**src/rtl/simon_pkg.sv**
```systemverilog
// Shared definitions for the colour-button front end: colour codes, press FSM states, defaults.
package simon_pkg;

    localparam logic [1:0] COLOUR_0 = 2'd0;
    localparam logic [1:0] COLOUR_1 = 2'd1;
    localparam logic [1:0] COLOUR_2 = 2'd2;
    localparam logic [1:0] COLOUR_3 = 2'd3;

    // 5 ms at 10 MHz
    localparam int unsigned DEFAULT_DEBOUNCE_CYCLES = 50000;

    typedef enum logic [1:0] {
        PS_IDLE    = 2'd0,
        PS_PRESSED = 2'd1,
        PS_LOCKOUT = 2'd2
    } press_state_e;

    function automatic logic is_one_hot(logic [3:0] b);
        return (b != 4'b0000) && ((b & (b - 4'd1)) == 4'b0000);
    endfunction

    function automatic logic [1:0] colour_encode(logic [3:0] b);
        logic [1:0] c;
        case (b)
            4'b0010: c = COLOUR_1;
            4'b0100: c = COLOUR_2;
            4'b1000: c = COLOUR_3;
            default: c = COLOUR_0;
        endcase
        return c;
    endfunction

    function automatic logic [3:0] colour_decode(logic [1:0] c);
        return 4'b0001 << c;
    endfunction

endpackage

```
**src/rtl/btn_debounce_bit.sv**
```systemverilog
// Two-flop synchroniser plus consecutive-sample debounce counter for one button.
// BTN_DEBOUNCE_BYPASS_EN drops the counter and passes the synchronised level straight out.
module btn_debounce_bit
    import simon_pkg::*;
#(
    parameter int unsigned DEBOUNCE_CYCLES = DEFAULT_DEBOUNCE_CYCLES,
    parameter int unsigned CNT_W           = 16
) (
    input  logic clk_i,
    input  logic rst_i,
    input  logic raw_i,
    output logic stable_o
);

    logic sync1_q;
    logic sync2_q;

    always_ff @(posedge clk_i or posedge rst_i) begin
        if (rst_i) begin
            sync1_q <= 1'b0;
            sync2_q <= 1'b0;
        end else begin
            sync1_q <= raw_i;
            sync2_q <= sync1_q;
        end
    end

`ifdef BTN_DEBOUNCE_BYPASS_EN
    assign stable_o = sync2_q;
`else
    localparam logic [CNT_W-1:0] CntMax = CNT_W'(DEBOUNCE_CYCLES - 1);

    logic [CNT_W-1:0] cnt_q;
    logic [CNT_W-1:0] cnt_d;
    logic             stable_q;
    logic             stable_d;

    // Counter measures how long sync has disagreed with the accepted level.
    always_comb begin
        cnt_d    = cnt_q;
        stable_d = stable_q;
        if (sync2_q == stable_q) begin
            cnt_d = '0;
        end else if (cnt_q == CntMax) begin
            stable_d = sync2_q;
            cnt_d    = '0;
        end else begin
            cnt_d = cnt_q + CNT_W'(1);
        end
    end

    always_ff @(posedge clk_i or posedge rst_i) begin
        if (rst_i) begin
            cnt_q    <= '0;
            stable_q <= 1'b0;
        end else begin
            cnt_q    <= cnt_d;
            stable_q <= stable_d;
        end
    end

    assign stable_o = stable_q;
`endif

endmodule

```
**src/rtl/button_conditioner.sv**
```systemverilog
// Debounces the four colour buttons and emits one clean event per legitimate press.
// Define BTN_DEBOUNCE_BYPASS_EN to skip debouncing (stable level = synchronised level).
module button_conditioner
    import simon_pkg::*;
#(
    parameter int unsigned DEBOUNCE_CYCLES = DEFAULT_DEBOUNCE_CYCLES,
    parameter int unsigned CNT_W           = 16
) (
    input  logic       clk,
    input  logic       rst,
    input  logic [3:0] btn_raw,
    input  logic       en,
    output logic [3:0] btn_stable,
    output logic       colour_valid,
    output logic [1:0] colour_val,
    output logic       multi_err
);

    for (genvar i = 0; i < 4; i++) begin : g_bit
        btn_debounce_bit #(
            .DEBOUNCE_CYCLES(DEBOUNCE_CYCLES),
            .CNT_W          (CNT_W)
        ) u_debounce (
            .clk_i   (clk),
            .rst_i   (rst),
            .raw_i   (btn_raw[i]),
            .stable_o(btn_stable[i])
        );
    end

    press_state_e state_q;

    always_ff @(posedge clk or posedge rst) begin
        if (rst) begin
            state_q      <= PS_IDLE;
            colour_valid <= 1'b0;
            colour_val   <= COLOUR_0;
            multi_err    <= 1'b0;
        end else begin
            colour_valid <= 1'b0;
            multi_err    <= 1'b0;
            unique case (state_q)
                PS_IDLE: begin
                    if (btn_stable != 4'b0000) begin
                        if (!is_one_hot(btn_stable)) begin
                            multi_err <= 1'b1;
                            state_q   <= PS_LOCKOUT;
                        end else if (en) begin
                            colour_valid <= 1'b1;
                            colour_val   <= colour_encode(btn_stable);
                            state_q      <= PS_PRESSED;
                        end else begin
                            state_q <= PS_LOCKOUT;
                        end
                    end
                end
                PS_PRESSED: begin
                    // colour_val still names the held button, so anything else is extra.
                    if (btn_stable == 4'b0000) begin
                        state_q <= PS_IDLE;
                    end else if ((btn_stable & ~colour_decode(colour_val)) != 4'b0000) begin
                        multi_err <= 1'b1;
                        state_q   <= PS_LOCKOUT;
                    end
                end
                PS_LOCKOUT: begin
                    if (btn_stable == 4'b0000) begin
                        state_q <= PS_IDLE;
                    end
                end
                default: state_q <= PS_IDLE;
            endcase
        end
    end

endmodule

```
**config.mk**
```make
export PLATFORM = sky130hd
export DESIGN_NAME = button_conditioner
export DESIGN_NICKNAME = d
export VERILOG_FILES = /design/src/rtl/simon_pkg.sv /design/src/rtl/btn_debounce_bit.sv /design/src/rtl/button_conditioner.sv
export SDC_FILE = /design/constraint.sdc
export NUM_CORES = 1
export LEC_CHECK = 0
export BUFFER_PORTS_ARGS = -buffer_cell sky130_fd_sc_hd__buf_2
export CAP_MARGIN = 40
export CORE_MARGIN = 5
export CORE_UTILIZATION = 37
export CTS_CLUSTER_DIAMETER = 30
export DETAILED_ROUTE_END_ITERATION = 10
export GPL_ROUTABILITY_DRIVEN = 0
export HOLD_SLACK_MARGIN = 0.06
export PLACE_DENSITY = 0.65
export SETUP_SLACK_MARGIN = 0.02
export SYNTH_ARGS = -nofsm -noshare
export SYNTH_HDL_FRONTEND = slang
export SYNTH_HIERARCHICAL = 1
export SYNTH_SLANG_ARGS = --single-unit
```
**constraint.sdc**
```tcl
create_clock -name clk -period 1.54 [get_ports clk]
set_clock_uncertainty 0.15 [all_clocks]
set_input_delay 0.154 -clock clk [delete_from_list [all_inputs] [get_ports clk]]
set_output_delay 0.154 -clock clk [all_outputs]
set_load 0.02 [all_outputs]
```
# Yosys cells after proc, flatten, opt, wreduce, memory -nomap -nowiden
# Index checks and enable logic that the tools add are counted.
dict set report totals {
  ff_bits 82
  in_bits 7
  output_inout_bits 8
}
dict set report op_classes {
  addsub 5
  eq_ne 16
  n_shift 1
  mux 25
  bitwise_logic 7
  reduce_logical 12
}
# operator n
set op_table {}
lappend op_table {{$mux W16} 8}
lappend op_table {{$add A16 B1 Y16 const B} 4}
lappend op_table {{$eq A16 B16 Y1 const B} 4}
lappend op_table {{$mux W2} 6}
lappend op_table {{$pmux W2 S3} 2}
lappend op_table {{$and A4 B4 Y4} 2}
lappend op_table {{$logic_not A4 Y1} 2}
lappend op_table {{$mux W1} 8}
lappend op_table {{$reduce_and A2 Y1} 4}
lappend op_table {{$reduce_bool A4 Y1} 2}
lappend op_table {{$eq A1 B1 Y1} 4}
lappend op_table {{$eq A4 B2 Y1 const B} 1}
lappend op_table {{$eq A4 B3 Y1 const B} 1}
lappend op_table {{$eq A4 B4 Y1 const B} 1}
lappend op_table {{$ne A2 B2 Y1 const B} 2}
lappend op_table {{$not A1 Y1} 4}
lappend op_table {{$not A4 Y4} 1}
lappend op_table {{$reduce_and A4 Y1} 1}
lappend op_table {{$shl A1 B2 Y4 const A} 1}
lappend op_table {{$sub A4 B1 Y4 const B} 1}
lappend op_table {{$ne A3 B3 Y1 const B} 1}
lappend op_table {{$reduce_and A3 Y1} 1}
lappend op_table {{$eq A2 B1 Y1 const B} 1}
lappend op_table {{$eq A2 B2 Y1 const B} 1}
lappend op_table {{other kinds (3)} 3}

# Longest topological paths before layout
# Gate-level depths: netlist of the first run.
dict set report depth {
  ltp_word 7
  depth_mapped 7
  mapped_depth_nobuf 5
}

# By module
# Netlist of the first run, hierarchy kept.
# module n_inst cells_each area_each_um2 seq_area_each_um2
set modules_own_cells {}
lappend modules_own_cells {btn_debounce_bit 4 87 982.2 475.5}
lappend modules_own_cells {button_conditioner 1 50 436.7 150.1}

# Worst setup path before layout of the first run
# OpenSTA, ideal clock, no wires.
dict set report synth_timing {
  path_kind {reg2reg}
  start {register g_bit[3].u_debounce.stable_q}
  end {register state_q[1]}
  setup_ns 0.123
  t_arrival_ns 1.504
  required_ns 1.267
  path_slack_ns -0.237
  stages_incl_launch_ff 6
  cell_sequence {dfrtp_1 -> buf_6 -> or4b_1 -> o311a_2 -> nor3b_2 -> o21ai_1}
}
dict set report synth_between {
  elab_chain_cells 7
}
# element line
set synth_rtl {}
lappend synth_rtl {{start: declaration} btn_debounce_bit.sv:35} ;# logic stable_q;
lappend synth_rtl {{start signal: assignment} btn_debounce_bit.sv:58} ;# stable_q <= stable_d;
lappend synth_rtl {{$sub A4 B1 Y4} simon_pkg.sv:19} ;# return (b != 4'b0000) && ((b & (b - 4'd1)) == 4'b0000);
lappend synth_rtl {{$and A4 B4 Y4} simon_pkg.sv:19}
lappend synth_rtl {{$logic_not A4 Y1} simon_pkg.sv:19}
lappend synth_rtl {{$logic_and A1 B1 Y1} simon_pkg.sv:19}
lappend synth_rtl {{$mux W2} button_conditioner.sv:45} ;# if (!is_one_hot(btn_stable)) begin
lappend synth_rtl {{$mux W2} button_conditioner.sv:44} ;# if (btn_stable != 4'b0000) begin
lappend synth_rtl {{$pmux W2 S3} button_conditioner.sv:42} ;# unique case (state_q)
lappend synth_rtl {{end signal: assignment} button_conditioner.sv:47} ;# state_q <= PS_LOCKOUT;
lappend synth_rtl {{end signal: assignment} button_conditioner.sv:51} ;# state_q <= PS_PRESSED;
lappend synth_rtl {{end signal: assignment} button_conditioner.sv:53} ;# state_q <= PS_LOCKOUT;
lappend synth_rtl {{end: declaration} button_conditioner.sv:31} ;# press_state_e state_q;
# Several ways; a longest one is shown, not always the timed one. The select of a mux whose other input is x is not followed.
# A chain may end at the register's enable or synchronous reset.

# Final worst setup path of the first run
dict set report layout_timing {
  start {register g_bit[3].u_debounce.cnt_q[10]}
  end {register g_bit[3].u_debounce.stable_q}
}
dict set report layout_between {
  elab_chain_cells 2
}
# element line
set layout_rtl {}
lappend layout_rtl {{start: declaration} btn_debounce_bit.sv:33} ;# logic [CNT_W-1:0] cnt_q;
lappend layout_rtl {{start signal: assignment} btn_debounce_bit.sv:57} ;# cnt_q <= cnt_d;
lappend layout_rtl {{$eq A16 B16 Y1} btn_debounce_bit.sv:44} ;# end else if (cnt_q == CntMax) begin
lappend layout_rtl {{$reduce_and A2 Y1 (no line)} n/a}
# No other way between the ends.

==> results.sh, run 1 <==
export IMPL_synth_top_family_by_area="simple AND/OR/NAND/NOR gates"
export IMPL_track_usage_pct=13.0
export IMPL_synth_area_sq_mm=0.00437
export IMPL_start_kind="register"
export IMPL_synth_compound_gate_area_share_pct=1.66
export IMPL_clock_sinks=82
export IMPL_h_tree_depth=3
export IMPL_drt_first_pass_iters=4
export IMPL_place_ws_ps=-68.0
export IMPL_synth_ff_type="dfrtp_1"
export IMPL_diodes=0
export IMPL_synth_cell_types=43
export IMPL_drtIter0Drc=107
export IMPL_max_clock_path_buffers=2
export IMPL_power_density_mw_per_mm2=838
export IMPL_synth_area_leaders="dfrtp_1 (47%), xnor2_1 (7.4%), nor2_1 (5.5%), xor2_1 (4.8%), nor4_2 (3.4%)"
export IMPL_leakagePower_nw=2.51
export IMPL_rsz0062_at_grt="true"
export IMPL_fmax_ghz=0.609
export IMPL_die_area_sq_mm=0.0141
export IMPL_wl_per_cell_um=14.6
export IMPL_critPathKind="register to register"
export IMPL_fill_cells=989
export IMPL_final_nets=492
export IMPL_final_core_util_pct=51.0
export IMPL_yosysSeqAreaShare_pct=47.0
export IMPL_ant_nets=0
export IMPL_worst_pin_slew_ps=436
export IMPL_cts_inserted_buffers=9
export IMPL_fin_crit_ps=1640
export IMPL_yosysWarnings=6
export IMPL_synth_top_cell_area_share_pct=47.0
export IMPL_ioPinCount=15
export IMPL_coreArea_sq_mm=0.0115
export IMPL_maxCapViolCount=0
export IMPL_grt_pass1_wl_um=15300
export IMPL_synthCells=398
export IMPL_port_buffers=14
export IMPL_slew_violations=0
export IMPL_final_seq_area_sq_mm=0.00206
export IMPL_multi_input_area_sq_mm=0.00257
export IMPL_syn_nets=409
export IMPL_slew_headroom_pct=70.9
export IMPL_cp_max_fo=4
export IMPL_synthMuxAreaShare_pct=1.26
export IMPL_holdWs_ps=197
export IMPL_hold_viol=0
export IMPL_worst_ep_arrival_time_ps=1700
export IMPL_drc_errors=0
export IMPL_setup_slack_ps=-102
export IMPL_async_flop_share_pct=100
export IMPL_num_vias=3185
export IMPL_row_count=39
export IMPL_die_h_um=119
export IMPL_outcome="complete, but fails checks"
export IMPL_grt_start_max_net_pins=20
export IMPL_antenna_found_initial=0
export IMPL_finalPower_mw=4.92
export IMPL_avgViaCountPerCell=5.06
export IMPL_cp_data_required_time_ps=1600
export IMPL_synth_largest_area_cell="dfrtp_1"
export IMPL_start_util_pct=37.9
export IMPL_syn_to_final_growth_pct=34.5
export IMPL_grt_overflow=0
export IMPL_finalSetupViolCount=51
export IMPL_synth_xor_area_share_pct=12.2
export IMPL_synth_enable_flop_cells=0
export IMPL_drive_above_1_share_pct=44.0
export IMPL_cts_tree="built"
export IMPL_cts_root_buffer="clkbuf_16"
export IMPL_drt_wl_total_um=9210
export IMPL_period_share_pct=107
export IMPL_grt_pass1_vias=3295
export IMPL_clk_latency_ps=330
export IMPL_yosys_area_share_simple_pct=31.4
export IMPL_synth_fa_ha_area_share_pct=1.38
export IMPL_path_clk_slew_ps=60
export IMPL_ys_ff_latch=82
export IMPL_violations="setup timing"
export IMPL_hpwl_um=5880
export IMPL_end_kind="register"
export IMPL_die_width_um=119
export IMPL_hp_class="register to register"
export IMPL_avgSynthCellArea_sq_um=11.0
export IMPL_ir_worst_vdd_v=0.000702
-- registers in the layout, indices dropped and copies added, names as in the netlist --
| name | cells |
|---|---|
| colour_val | 2 |
| colour_valid | 1 |
| g_bit.u_debounce/cnt_q | 64 |
| g_bit.u_debounce/stable_o | 4 |
| g_bit.u_debounce/sync1_q | 4 |
| g_bit.u_debounce/sync2_q | 4 |
| multi_err | 1 |
| state_q | 2 |
-- area by class of cell --
class / instances / share of cell area, %
Inverter: 9 / 0.575
Clock inverter: 6 / 1.96
Tap cell: 143 / 3.05
Timing Repair Buffer: 90 / 11.7
Sequential cell: 82 / 35.0
Multi-Input combinational cell: 289 / 43.7
Clock buffer: 10 / 3.90
-- cells in the final DEF, fill, tap and decap left out, types with 4 or more instances in the layout --
cell | synthesis | routed
buf_2 | 2 | 13
clkbuf_16 | 0 | 9
nor4_4 | 0 | 4
and3_4 | 0 | 6
mux2_2 | 4 | 4
dlygate4sd3_1 | 0 | 6
dfrtp_2 | 0 | 4
o21ai_0 | 6 | 5
and4_1 | 4 | 4
nor4_2 | 12 | 9
nand4_4 | 4 | 8
nand4_1 | 20 | 20
nor2_1 | 64 | 38
nor2_4 | 0 | 13
nand2_4 | 0 | 4
xor2_1 | 24 | 17
nand3_1 | 24 | 23
xnor2_1 | 37 | 36
buf_6 | 10 | 5
buf_4 | 8 | 65
nor4b_2 | 4 | 4
inv_1 | 9 | 9
nor2_2 | 9 | 22
nor4bb_2 | 0 | 4
and4bb_1 | 4 | 4
nand2_1 | 6 | 6
and3_2 | 4 | 4
nor3_1 | 10 | 7
nand3_4 | 4 | 4
and2_1 | 4 | 4
xor2_2 | 0 | 6
dfrtp_1 | 82 | 78
-- through the flow --
stage	std cells	setup TNS (ps)	instance area [sq um]
after global placement	594	-194	4970
after floorplan	398	-806	4470
after CTS	619	-315	5450
final	629	-1200	5870
after detailed placement	594	-369	4970
after global routing	629	-5290	5870
-- path summary, 6_finish.rpt --
check	from	to	slack, ps	depth (start not counted)
min reg2reg	g_bit[0].u_debounce/sync1_q$_DFF_PP0_	g_bit[0].u_debounce/sync2_q$_DFF_PP0_	200	0
min in group asynchronous	rst	colour_val[0]$_DFFE_PP0P_	210	3
max reg2reg	g_bit[3].u_debounce/cnt_q[10]$_DFF_PP0_	g_bit[3].u_debounce/stable_o$_DFFE_PP0P_	-100	4
max in group asynchronous	rst	g_bit[0].u_debounce/stable_o$_DFFE_PP0P_	710	4
min	g_bit[0].u_debounce/sync1_q$_DFF_PP0_	g_bit[0].u_debounce/sync2_q$_DFF_PP0_	200	0
max	g_bit[3].u_debounce/cnt_q[10]$_DFF_PP0_	g_bit[3].u_debounce/stable_o$_DFFE_PP0P_	-100	4
-- metal layers --
layer / track usage [%] / routed length [um] / share of wire, % / up-vias
met5: 0 / 0 / 0 / -
met4: 4.34 / 104 / 1.1 / 0
met3: 2.77 / 199 / 2.2 / 6
met2: 21.3 / 4650 / 50 / 46
met1: 17.3 / 4260 / 46 / 1582
li1: - / - / - / 1551
-- cells in the mapped netlist (all sizes together), types with 2 or more instances --
master  instances
dfrtp          82
nor2           73
xnor2          37
nand3          28
nand4          28
xor2           24
buf            20
nor4           14
and3           12
nand2          10
nor3           10
inv             9
o21ai           7
and2            4
and4            4
and4bb          4
ha              4
mux2            4
nor4b           4
nor4bb          4
nand2b          2
nor2b           2
nor3b           2
or4b            2
-- report_power, final --
part	leakage, nW	switching (mW)	internal (mW)
Combinational	1.23	0.149	0.101
Sequential	1.11	0.0344	2.19
Clock	0.163	0.858	1.59
Total	2.51	1.04	3.88
-- logic make-up after synthesis --
group | Yosys count
and+or+nand+nor | 204
DFF | 82
muxes | 5
adders and majority gates | 5
buffers and inverters | 30
xor gates and xnor gates | 61
AOI/OAI and AO/OA | 11
-- repair_timing --
action | CTS | global route
cloned | 0 | 3
setup buffers | 3 | 8
hold endpoints to repair | 87 | 0
hold buffers | 6 | 0
pin swaps | 9 | 34
setup endpoints to repair | 61 | 72
gates resized for setup | 9 | 69
-- critical path, cell delays in order, from the launching register on --
cell,delay [ps]
dfrtp_1,390
nor4bb_2,310
buf_4,170
nand4_4,170
mux2_2,330
No activity file was read; power rests on OpenSTA's default activity.
==> run 2: changes to the inputs <==
Settings changed: SYNTH_HIERARCHICAL 1 to default.
==> results.sh, run 2 <==
export IMPL_cp_max_fo=6
export IMPL_worst_ep_arrival_time_ps=1900
export IMPL_yosysSeqAreaShare_pct=52.3
export IMPL_grt_pass1_vias=3376
export IMPL_synthCells=380
export IMPL_synth_top_cell_area_share_pct=52.3
export IMPL_drc_errors=0
export IMPL_start_kind="register"
export IMPL_fin_crit_ps=1800
export IMPL_port_buffers=14
export IMPL_timing_critical_path_buf_inv=2
export IMPL_avgViaCountPerCell=5.00
export IMPL_p_sw_uw=993
export IMPL_yosysMostFrequentCell="dfrtp_1"
export IMPL_critPathKind="register to register"
export IMPL_fmax_ghz=0.554
export IMPL_layout_common_cells="buf_4 (95), dfrtp_1 (79), xnor2_1 (45)"
export IMPL_fill_cells=855
export IMPL_die_area_sq_mm=0.0128
export IMPL_diodes=0
export IMPL_num_vias=3257
export IMPL_finalSetupViolCount=62
export IMPL_layout_commonest_cell="buf_4"
export IMPL_violations="setup timing"
export IMPL_cts_tree="built"
export IMPL_syn_to_final_growth_pct=49.9
export IMPL_setup_slack_ps=-264
export IMPL_stdcell_count=652
export IMPL_power_frac_comb_pct=6.6
export IMPL_internal_power_mw=3.28
export IMPL_crit_family="simple AND/OR/NAND/NOR gates"
export IMPL_cp_data_required_time_ps=1630
export IMPL_slew_violations=0
export IMPL_coreArea_sq_mm=0.0103
export IMPL_hold_viol=0
export IMPL_start_util_pct=38.0
export IMPL_synth_enable_flop_cells=0
export IMPL_finalPower_mw=4.27
export IMPL_period_share_pct=117
export IMPL_avgSynthCellArea_sq_um=10.3
export IMPL_largest_reg_flops=64
export IMPL_regMostFlops="g_bit.u_debounce.cnt_q"
export IMPL_synth_cell_types=41
export IMPL_clk_latency_ps=360
export IMPL_max_clock_path_buffers=2
export IMPL_drtIter0Drc=113
export IMPL_switching_share_pct=23.2
export IMPL_cp_slowest_cell="or3_4"
export IMPL_ioPinCount=15
export IMPL_synth_area_sq_mm=0.00392
export IMPL_drt_wl_total_um=9440
export IMPL_clock_sinks=82
export IMPL_cpPeakStageDelay_ps=410
export IMPL_async_flop_share_pct=100
export IMPL_antenna_found_initial=0
export IMPL_grt_start_max_net_pins=42
export IMPL_reg2reg_slack_ps=-260
export IMPL_placed_cells=609
export IMPL_wl_per_cell_um=14.5
export IMPL_worst_pin_slew_ps=404
export IMPL_hpwl_um=5870
export IMPL_final_nets=522
export IMPL_grt_overflow=0
export IMPL_slew_headroom_pct=73.0
export IMPL_leakagePower_nw=2.47
export IMPL_drive_above_1_share_pct=46.5
export IMPL_maxCapViolCount=0
export IMPL_seqPwrFrac_pct=51.9
export IMPL_h_tree_depth=3
export IMPL_outcome="complete, but fails checks"
export IMPL_hp_class="input pin to register"
export IMPL_track_usage_pct=14.9
export IMPL_ant_nets=0
export IMPL_path_clk_slew_ps=80
export IMPL_drt_first_pass_iters=4
export IMPL_path_cells="or3_4 > buf_6 > o41ai_4 > buf_4 > nor2_1"
export IMPL_syn_nets=391
export IMPL_yosysWarnings=0
export IMPL_synth_largest_area_cell="dfrtp_1"
export IMPL_cts_inserted_buffers=9
export IMPL_final_core_util_pct=57.0
export IMPL_synth_area_leaders="dfrtp_1 (52%), xnor2_1 (11%), nor2_1 (6.8%), nand3_1 (2.9%), nor4_1 (2.7%)"
export IMPL_die_h_um=113
export IMPL_end_kind="register"
export IMPL_row_count=37
export IMPL_rsz0062_at_grt="true"
export IMPL_cts_root_buffer="clkbuf_8"
export IMPL_grt_pass1_wl_um=15600
export IMPL_power_density_mw_per_mm2=727
export IMPL_synth_common_cells="dfrtp_1 (82), nor2_1 (71), xnor2_1 (50)"
export IMPL_die_width_um=113
export IMPL_place_ws_ps=-260
export IMPL_ir_worst_vdd_v=0.000444
export IMPL_clkPwrFrac_pct=41.6
export IMPL_ys_ff_latch=82
export IMPL_synth_ff_type="dfrtp_1"
==> run 2: cell count changes in the layout (fill, tap and decap cells not counted), sizes merged, moves of 5 or more <==
cell   previous run  this run
xnor2            37        50
o21ai             7         0
and3             12         7
xor2             24        12
buf              84       127
nand4            28        16
nor3             10        21
==> run 2: cell type report <==
type	instances	area [sq um]	share of cell area, %
multi-input combinational	273	2280	38.7
sequential	82	2060	34.9
timing repair buffer	132	1100	18.7
tap	136	170	2.89
clock buffer	10	138	2.34
clock inverter	6	90.1	1.53
inverter	13	52.6	0.893
==> run 2: power groups by stage <==
stage	clock network [mW]	registers [mW]	logic, mW
5_1_grt	1.90	2.22	0.315
6_report	1.78	2.22	0.281
3_5_place_dp	0	2.26	0.202
3_3_place_gp	0	2.26	0.195
2_1_floorplan	0	2.26	0.104
4_1_cts	1.83	2.21	0.251
==> run 2: metrics by stage <==
stage / hold WS (ps) / TNS, ps / instance area, sq um
after floorplan: 35.4 / -3390 / 4000
after global placement: 16.2 / -4340 / 4870
after detailed placement: 28.3 / -6540 / 4870
after CTS: 141 / -6400 / 5560
after global routing: 119 / -11110 / 5880
final: 102 / -6310 / 5880
==> run 2: final timing paths <==
path,start,to,cells past startpoint
max,g_bit[2].u_debounce.cnt_q[10]$_DFF_PP0_,g_bit[2].u_debounce.cnt_q[10]$_DFF_PP0_,5
min,en,colour_valid$_DFF_PP0_,3
max reg2reg,g_bit[2].u_debounce.cnt_q[10]$_DFF_PP0_,g_bit[2].u_debounce.cnt_q[10]$_DFF_PP0_,5
min reg2reg,g_bit[0].u_debounce.sync1_q$_DFF_PP0_,g_bit[0].u_debounce.sync2_q$_DFF_PP0_,0
max in group asynchronous,rst,g_bit[1].u_debounce.stable_o$_DFFE_PP0P_,4
min in group asynchronous,rst,g_bit[0].u_debounce.sync2_q$_DFF_PP0_,3
==> run 2: logic make-up after synthesis <==
| family | after synthesis | share of synthesized area [%] |
|---|---|---|
| AOI/OAI and AO/OA | 11 | 2.46 |
| xor gates and xnor gates | 62 | 13.8 |
| adders and majority gates | 4 | 1.28 |
| buffers and inverters | 25 | 3.16 |
| DFF | 82 | 52.3 |
| muxes | 7 | 1.98 |
| and+or+nand+nor | 189 | 25.0 |
==> run 2: routing by layer <==
layer	global-route usage (%)	part of all wire, %	routed length (um)	vias up
li1	-	-	-	1568
met1	18.5	43	4060	1634
met2	25.0	52	4880	36
met3	2.51	2.6	243	19
met4	7.13	2.7	259	0
met5	0	0	0	-
==> run 2: repair_timing <==
| action | 4_1_cts | 5_1_grt |
|---|---|---|
| setup endpoints to repair | 72 | 74 |
| hold buffers | 5 | 0 |
| setup buffers | 13 | 12 |
| cloned | 1 | 0 |
| resized for setup | 61 | 64 |
| pin swaps | 48 | 39 |
| endpoints found under the hold margin | 86 | 0 |
==> run 2: worst register-to-register path, cell delays in order, from the launching register on <==
cell	delay [ps]
dfrtp_1	390
or3_4	410
buf_6	130
o41ai_4	350
buf_4	210
nor2_1	50
